--- config.mk ---
export PLATFORM = sky130hd
export DESIGN_NAME = otter_hazard_ctrl
export DESIGN_NICKNAME = d
export VERILOG_FILES = /design/src/rtl/otter_hazard_ctrl.sv
export SDC_FILE = /design/constraint.sdc
export NUM_CORES = 1
export LEC_CHECK = 0
export CORE_MARGIN = 2
export CORE_UTILIZATION = 38
export DETAILED_ROUTE_END_ITERATION = 10
export PLACE_DENSITY = 0.86
export SKIP_LAST_GASP = 1
export SYNTH_ARGS = -nofsm -noshare
export SYNTH_HDL_FRONTEND = slang
export SYNTH_SLANG_ARGS = --single-unit
--- constraint.sdc ---
create_clock -name CLK -period 2 [get_ports CLK]
set_input_delay 0.2 -clock CLK [delete_from_list [all_inputs] [get_ports CLK]]
set_output_delay 0.2 -clock CLK [all_outputs]
set_load 0.005 [all_outputs]
--- src/rtl/otter_hazard_ctrl.sv ---
// otter_hazard_ctrl: hazard sequencer for the 5-stage OTTER pipeline.
// Detects RAW data hazards and EX-resolved redirects, and drives the PC /
// IF-DE write enables, flush strobes and operand-forward selects. It also keeps
// saturating stall/flush performance counters.
// Build option: define OTTER_HAZ_FWD_EN to enable operand forwarding. The
// pipeline then stalls only on load-use, for LU_STALL cycles. Without it, DE
// stalls while any producer is still in EX/MEM/WB.
//
// state      | meaning
// -----------+------------------------------------------------------------
// ST_RUN     | normal flow; checks for load-use each cycle
// ST_LU_HOLD | extra load-use stall cycles (LU_STALL > 1), hold_cnt left
module otter_hazard_ctrl #(
    parameter int LU_STALL = 1,
    parameter int CNT_W    = 16
) (
    input  logic             CLK,
    input  logic             RST,
    input  logic [4:0]       de_rs1_addr,
    input  logic [4:0]       de_rs2_addr,
    input  logic             de_rs1_used,
    input  logic             de_rs2_used,
    input  logic [4:0]       ex_rs1_addr,
    input  logic [4:0]       ex_rs2_addr,
    input  logic [4:0]       ex_rd_addr,
    input  logic             ex_reg_write,
    input  logic             ex_mem_read,
    input  logic [4:0]       mem_rd_addr,
    input  logic             mem_reg_write,
    input  logic [4:0]       wb_rd_addr,
    input  logic             wb_reg_write,
    input  logic             ex_redirect,
    output logic             pc_write,
    output logic             if_de_write,
    output logic             if_flush,
    output logic             de_flush,
    output logic [1:0]       fwd_a_sel,
    output logic [1:0]       fwd_b_sel,
    output logic [CNT_W-1:0] stall_cnt,
    output logic [CNT_W-1:0] flush_cnt
);

    localparam logic [CNT_W-1:0] CNT_MAX = '1;

    logic             de1_valid;
    logic             de2_valid;
    logic             hit_ex;
    logic             stall;
    logic [1:0]       fwd_a_raw;
    logic [1:0]       fwd_b_raw;
    logic [CNT_W-1:0] stall_cnt_q, stall_cnt_d;
    logic [CNT_W-1:0] flush_cnt_q, flush_cnt_d;

    // x0 is never a real dependency, so it is filtered out up front.
    assign de1_valid = de_rs1_used && (de_rs1_addr != 5'd0);
    assign de2_valid = de_rs2_used && (de_rs2_addr != 5'd0);
    assign hit_ex    = ex_reg_write &&
                       ((de1_valid && (de_rs1_addr == ex_rd_addr)) ||
                        (de2_valid && (de_rs2_addr == ex_rd_addr)));

`ifdef OTTER_HAZ_FWD_EN
    typedef enum logic {
        ST_RUN     = 1'b0,
        ST_LU_HOLD = 1'b1
    } state_t;

    state_t     state_q, state_d;
    logic [1:0] hold_cnt_q, hold_cnt_d;
    logic       load_use;

    assign load_use = ex_mem_read && hit_ex;

    // State register and load-use hold counter.
    always_ff @(posedge CLK or posedge RST) begin
        if (RST) begin
            state_q    <= ST_RUN;
            hold_cnt_q <= 2'd0;
        end else begin
            state_q    <= state_d;
            hold_cnt_q <= hold_cnt_d;
        end
    end

    // Next state and stall request; a redirect squashes the stalled instruction.
    always_comb begin
        state_d    = state_q;
        hold_cnt_d = hold_cnt_q;
        stall      = 1'b0;
        case (state_q)
            ST_RUN: begin
                if (load_use) begin
                    stall      = 1'b1;
                    hold_cnt_d = 2'(LU_STALL - 1);
                    if (LU_STALL > 1) state_d = ST_LU_HOLD;
                end
            end
            ST_LU_HOLD: begin
                if (hold_cnt_q != 2'd0) begin
                    stall      = 1'b1;
                    hold_cnt_d = hold_cnt_q - 2'd1;
                    if (hold_cnt_q == 2'd1) state_d = ST_RUN;
                end else begin
                    state_d = ST_RUN;
                end
            end
            default: state_d = ST_RUN;
        endcase
        if (ex_redirect) begin
            state_d    = ST_RUN;
            hold_cnt_d = 2'd0;
            stall      = 1'b0;
        end
    end

    // Forward selects: the younger MEM result wins over WB.
    always_comb begin
        fwd_a_raw = 2'd0;
        fwd_b_raw = 2'd0;
        if (ex_rs1_addr != 5'd0) begin
            if (mem_reg_write && (mem_rd_addr == ex_rs1_addr))     fwd_a_raw = 2'd1;
            else if (wb_reg_write && (wb_rd_addr == ex_rs1_addr))  fwd_a_raw = 2'd2;
        end
        if (ex_rs2_addr != 5'd0) begin
            if (mem_reg_write && (mem_rd_addr == ex_rs2_addr))     fwd_b_raw = 2'd1;
            else if (wb_reg_write && (wb_rd_addr == ex_rs2_addr))  fwd_b_raw = 2'd2;
        end
    end
`else
    logic hit_mem;
    logic hit_wb;
    logic unused_fwd_inputs;
    localparam int LU_STALL_UNUSED = LU_STALL;

    assign hit_mem = mem_reg_write &&
                     ((de1_valid && (de_rs1_addr == mem_rd_addr)) ||
                      (de2_valid && (de_rs2_addr == mem_rd_addr)));
    assign hit_wb  = wb_reg_write &&
                     ((de1_valid && (de_rs1_addr == wb_rd_addr)) ||
                      (de2_valid && (de_rs2_addr == wb_rd_addr)));

    // Without forwarding DE waits until the producer has left WB.
    assign stall     = !ex_redirect && (hit_ex || hit_mem || hit_wb);
    assign fwd_a_raw = 2'd0;
    assign fwd_b_raw = 2'd0;
    assign unused_fwd_inputs = ^{ex_rs1_addr, ex_rs2_addr, ex_mem_read};
`endif

    // Control outputs; held at their reset values while RST is asserted.
    always_comb begin
        pc_write    = 1'b1;
        if_de_write = 1'b1;
        if_flush    = 1'b0;
        de_flush    = 1'b0;
        fwd_a_sel   = 2'd0;
        fwd_b_sel   = 2'd0;
        if (!RST) begin
            pc_write    = !stall;
            if_de_write = !stall;
            if_flush    = ex_redirect;
            de_flush    = stall || ex_redirect;
            fwd_a_sel   = fwd_a_raw;
            fwd_b_sel   = fwd_b_raw;
        end
    end

    // Saturating performance counter next values.
    always_comb begin
        stall_cnt_d = stall_cnt_q;
        flush_cnt_d = flush_cnt_q;
        if (stall && (stall_cnt_q != CNT_MAX))       stall_cnt_d = stall_cnt_q + 1'b1;
        if (ex_redirect && (flush_cnt_q != CNT_MAX)) flush_cnt_d = flush_cnt_q + 1'b1;
    end

    // Performance counter registers.
    always_ff @(posedge CLK or posedge RST) begin
        if (RST) begin
            stall_cnt_q <= '0;
            flush_cnt_q <= '0;
        end else begin
            stall_cnt_q <= stall_cnt_d;
            flush_cnt_q <= flush_cnt_d;
        end
    end

    assign stall_cnt = stall_cnt_q;
    assign flush_cnt = flush_cnt_q;

endmodule
==> results of run 1 <==
## final timing paths
kind | start | to | cells after the start
setup / recovery | stall_cnt[0]$_DFFE_PP0P_ | stall_cnt[11]$_DFFE_PP0P_ | 6
hold / removal | RST | stall_cnt[3]$_DFFE_PP0P_ | 2
hold reg to reg | flush_cnt[11]$_DFFE_PP0P_ | flush_cnt[11]$_DFFE_PP0P_ | 1
max in group asynchronous | RST | stall_cnt[10]$_DFFE_PP0P_ | 3
min in group CLK | flush_cnt[11]$_DFFE_PP0P_ | flush_cnt[11]$_DFFE_PP0P_ | 1
setup reg to reg | stall_cnt[0]$_DFFE_PP0P_ | stall_cnt[11]$_DFFE_PP0P_ | 6
## layout make-up
class	count	area [um^2]
Inverter	5	18.8
Clock inverter	2	10.0
Tap cell	70	87.6
Clock buffer	6	82.6
Sequential cell	32	801
Fill cell	418	1870
Multi-Input combinational cell	152	1230
Timing Repair Buffer	112	945
## stage by stage
stage          setup WS, ns  TNS [ns]  total power, mW
2_1_floorplan        -0.116    -0.121             1.10
3_3_place_gp         -0.713     -9.27             1.54
3_5_place_dp         -0.736    -10.08             1.57
4_1_cts             -0.0138   -0.0191             2.09
5_1_grt             -0.0973    -0.314             2.22
6_report            -0.0340   -0.0653             2.10
## registers in the layout, indices dropped and copies added, names as in the netlist
signal and cells:
flush_cnt 16, stall_cnt 16
## cell families (layout without fill, tap and decap cells)
group,Yosys count,count (layout),synth area share (%)
xor gates and xnor gates,56,56,25.1
DFF,32,32,40.9
buffers and inverters,13,125,3.58
adders and majority gates,2,2,1.28
and+or+nand+nor,73,73,22.1
muxes,4,4,2.18
other,1,4,0.192
AOI/OAI and AO/OA,13,13,4.61
## cell usage after synthesis (2+ instances only)
cell type / n
nand3_1: 13
or3_1: 3
nor2_1: 11
a31oi_1: 3
xor2_1: 34
nor4_1: 8
mux2i_1: 2
or3b_1: 2
buf_2: 2
o21ai_0: 3
nand4_1: 6
and4_1: 2
inv_1: 5
nand2_1: 10
nor3_1: 3
dfrtp_1: 32
xnor2_1: 22
or4_1: 3
buf_4: 5
and3_1: 5
ha_1: 2
## power groups by stage
stage | clock (mW) | sequential (mW) | combinational (mW)
after CTS | 0.528 | 0.837 | 0.724
final | 0.519 | 0.847 | 0.730
after floorplan | 0 | 0.870 | 0.230
after detailed placement | 0 | 0.847 | 0.723
after global routing | 0.552 | 0.862 | 0.801
after global placement | 0 | 0.842 | 0.701
## per-layer routing
layer	wire length (um)	track usage (%)	vias to the layer above	part of all wire, %
li1	-	-	899	-
met1	2100	22.6	906	38
met2	2960	35.2	64	54
met3	247	4.23	14	4.5
met4	144	8.38	0	2.6
met5	0	0	-	0
## repair_timing
| item | in CTS | in global routing |
|---|---|---|
| pin swaps | 17 | 17 |
| gates resized for setup | 99 | 23 |
| endpoints found under the setup margin | 18 | 20 |
| setup buffers | 3 | 2 |
==> flow_summary.yaml, run 1 <==
global_route:
  grt_max_degree: 24
  grt_pass1_vias: 1905
  grt_usage_pct: 19.7
  antenna_found_initial: 0
  overflow: 0
  grt_pass1_wl_um: 8600
route:
  first_iter_violations: 74
  wl_per_cell_um: 14.4
  first_pass_iters: 4
  antenna_left: 0
  num_vias: 1883
  route.detailed.drc: 0
  wl_um: 5450
  viasPerCell: 4.97
floorplanning:
  core-area_um2: 5040
  rows: 26
  ios: 84
  die-area_um2: 5740
  start_util_pct: 38.8
  die_x_um: 75.7
  die_h_um: 75.7
cells_and_area:
  fin_util_pct: 62.9
  fin_cells: 379
  drive_gt1_share_pct: 33.0
  antennaDiodeCount: 0
  areaGrowthSynthToFinish_pct: 62.1
  design_area_um2: 3170
  final_cell_mix: "buf_4, clkdlybuf4s50_1, dfrtp_1"
  final_common_cell: "buf_4"
  fin_nets: 354
critical_path:
  crit_fanout: 4
  reg2reg_slack_ns: -0.03
  critPathMaxStageDelay_ns: 0.55
  arrival_ns: 2.21
  crit_path_frequent_cell: "or4_4"
  cp_top_family: "simple AND/OR/NAND/NOR gates"
  cp-end-kind: "flip-flop"
  slowest_stage: "or4_4"
  cp.required_ns: 2.18
  cp_num_buf_inv: 0
  critPathLaunchType: "flip-flop"
  path_cells: "ha_2, nand3_2, nor3_2, or4_4, or4_4, xnor2_1"
  criticalPathCategory: "flip-flop to flip-flop"
timing:
  rsz0062_at_grt: "true"
  max_slew_margin_pct: 63.4
  timing.fmax_mhz: 492
  hold_ws_ns: 0.337
  skew_ns: 0.00275
  finalHoldViolations: 0
  period_share_pct: 102
  setup_viol: 2
  postLayoutSetupSlackWorst_ns: -0.0340
  drv_slew: 0
  worst_slew_pin_slew_ns: 0.543
  min_period_ns: 2.03
synthesis:
  synth_ff_type: "dfrtp_1"
  synth.yosys.seq_area_share_pct: 40.9
  postSynthAreaPerCell_um2: 10.1
  yosysUniqueCellTypes: 39
  synth_cells: 194
  synthTopCellsByArea: "dfrtp_1, xor2_1, xnor2_1"
  ys.warnings.count: 0
  async_reset_ff_share_pct: 100
  yosys.area.top_type: "dfrtp_1"
  synth_edf_count: 0
  synth-seq-cells: 32
  syn_area_um2: 1960
  synth_top_area_share_pct: 40.9
placement:
  placedCellCount: 366
  placed_area_um2: 3010
  hpwlAfterDp_um: 4180
  io_buffers: 68
  routabilityCongestion: 0.910
power_and_ir_drop:
  p_sw_share_pct: 30.4
  p_clk_share_pct: 24.8
  ir_drop_v: 0.000333
  seqPwrFrac_pct: 40.4
  internal_power_mw: 1.46
  power_switching_mw: 0.638
  power_density_nw_per_um2: 661
  power_frac_comb_pct: 34.8
  p_leak_nw: 1.43
clock_tree:
  clock_sinks: 32
  clockRootBuffer: "clkbuf_8"
  clock_latency_ns: 0.29
  cts-hold-fix-buffers: 0
  numCtsBuffers: 5
  clk_pin_slew_worst_paths_ns: 0.06
  h-tree-depth: 2
  clockBufferDepth: 2
  cts_tree: "done"
worst_hold_path:
  hold_path_class: "primary input to asynchronous set/reset pin"
flow_run:
  max_cap_violations: 0
run_status:
  outcome: "finished with violations"
  violations: "setup timing"
Power figures use the tool's default switching activity.
==> inputs of run 2 (changes only) <==
--- a/config.mk
+++ b/config.mk
@@ -5,6 +5,7 @@
 export SDC_FILE = /design/constraint.sdc
 export NUM_CORES = 1
 export LEC_CHECK = 0
+export ABC_CLOCK_PERIOD_IN_PS = 2000
 export CORE_MARGIN = 2
 export CORE_UTILIZATION = 38
 export DETAILED_ROUTE_END_ITERATION = 10
==> results of run 2 <==
Final layout, timing and power as in run 1 (identical DEF).
==> inputs of run 3 (changes only) <==
--- a/config.mk
+++ b/config.mk
@@ -14,3 +14,4 @@
 export SYNTH_ARGS = -nofsm -noshare
 export SYNTH_HDL_FRONTEND = slang
 export SYNTH_SLANG_ARGS = --single-unit
+export TNS_END_PERCENT = 100
==> results of run 3 <==
Final layout, timing and power as in run 1 (identical DEF).
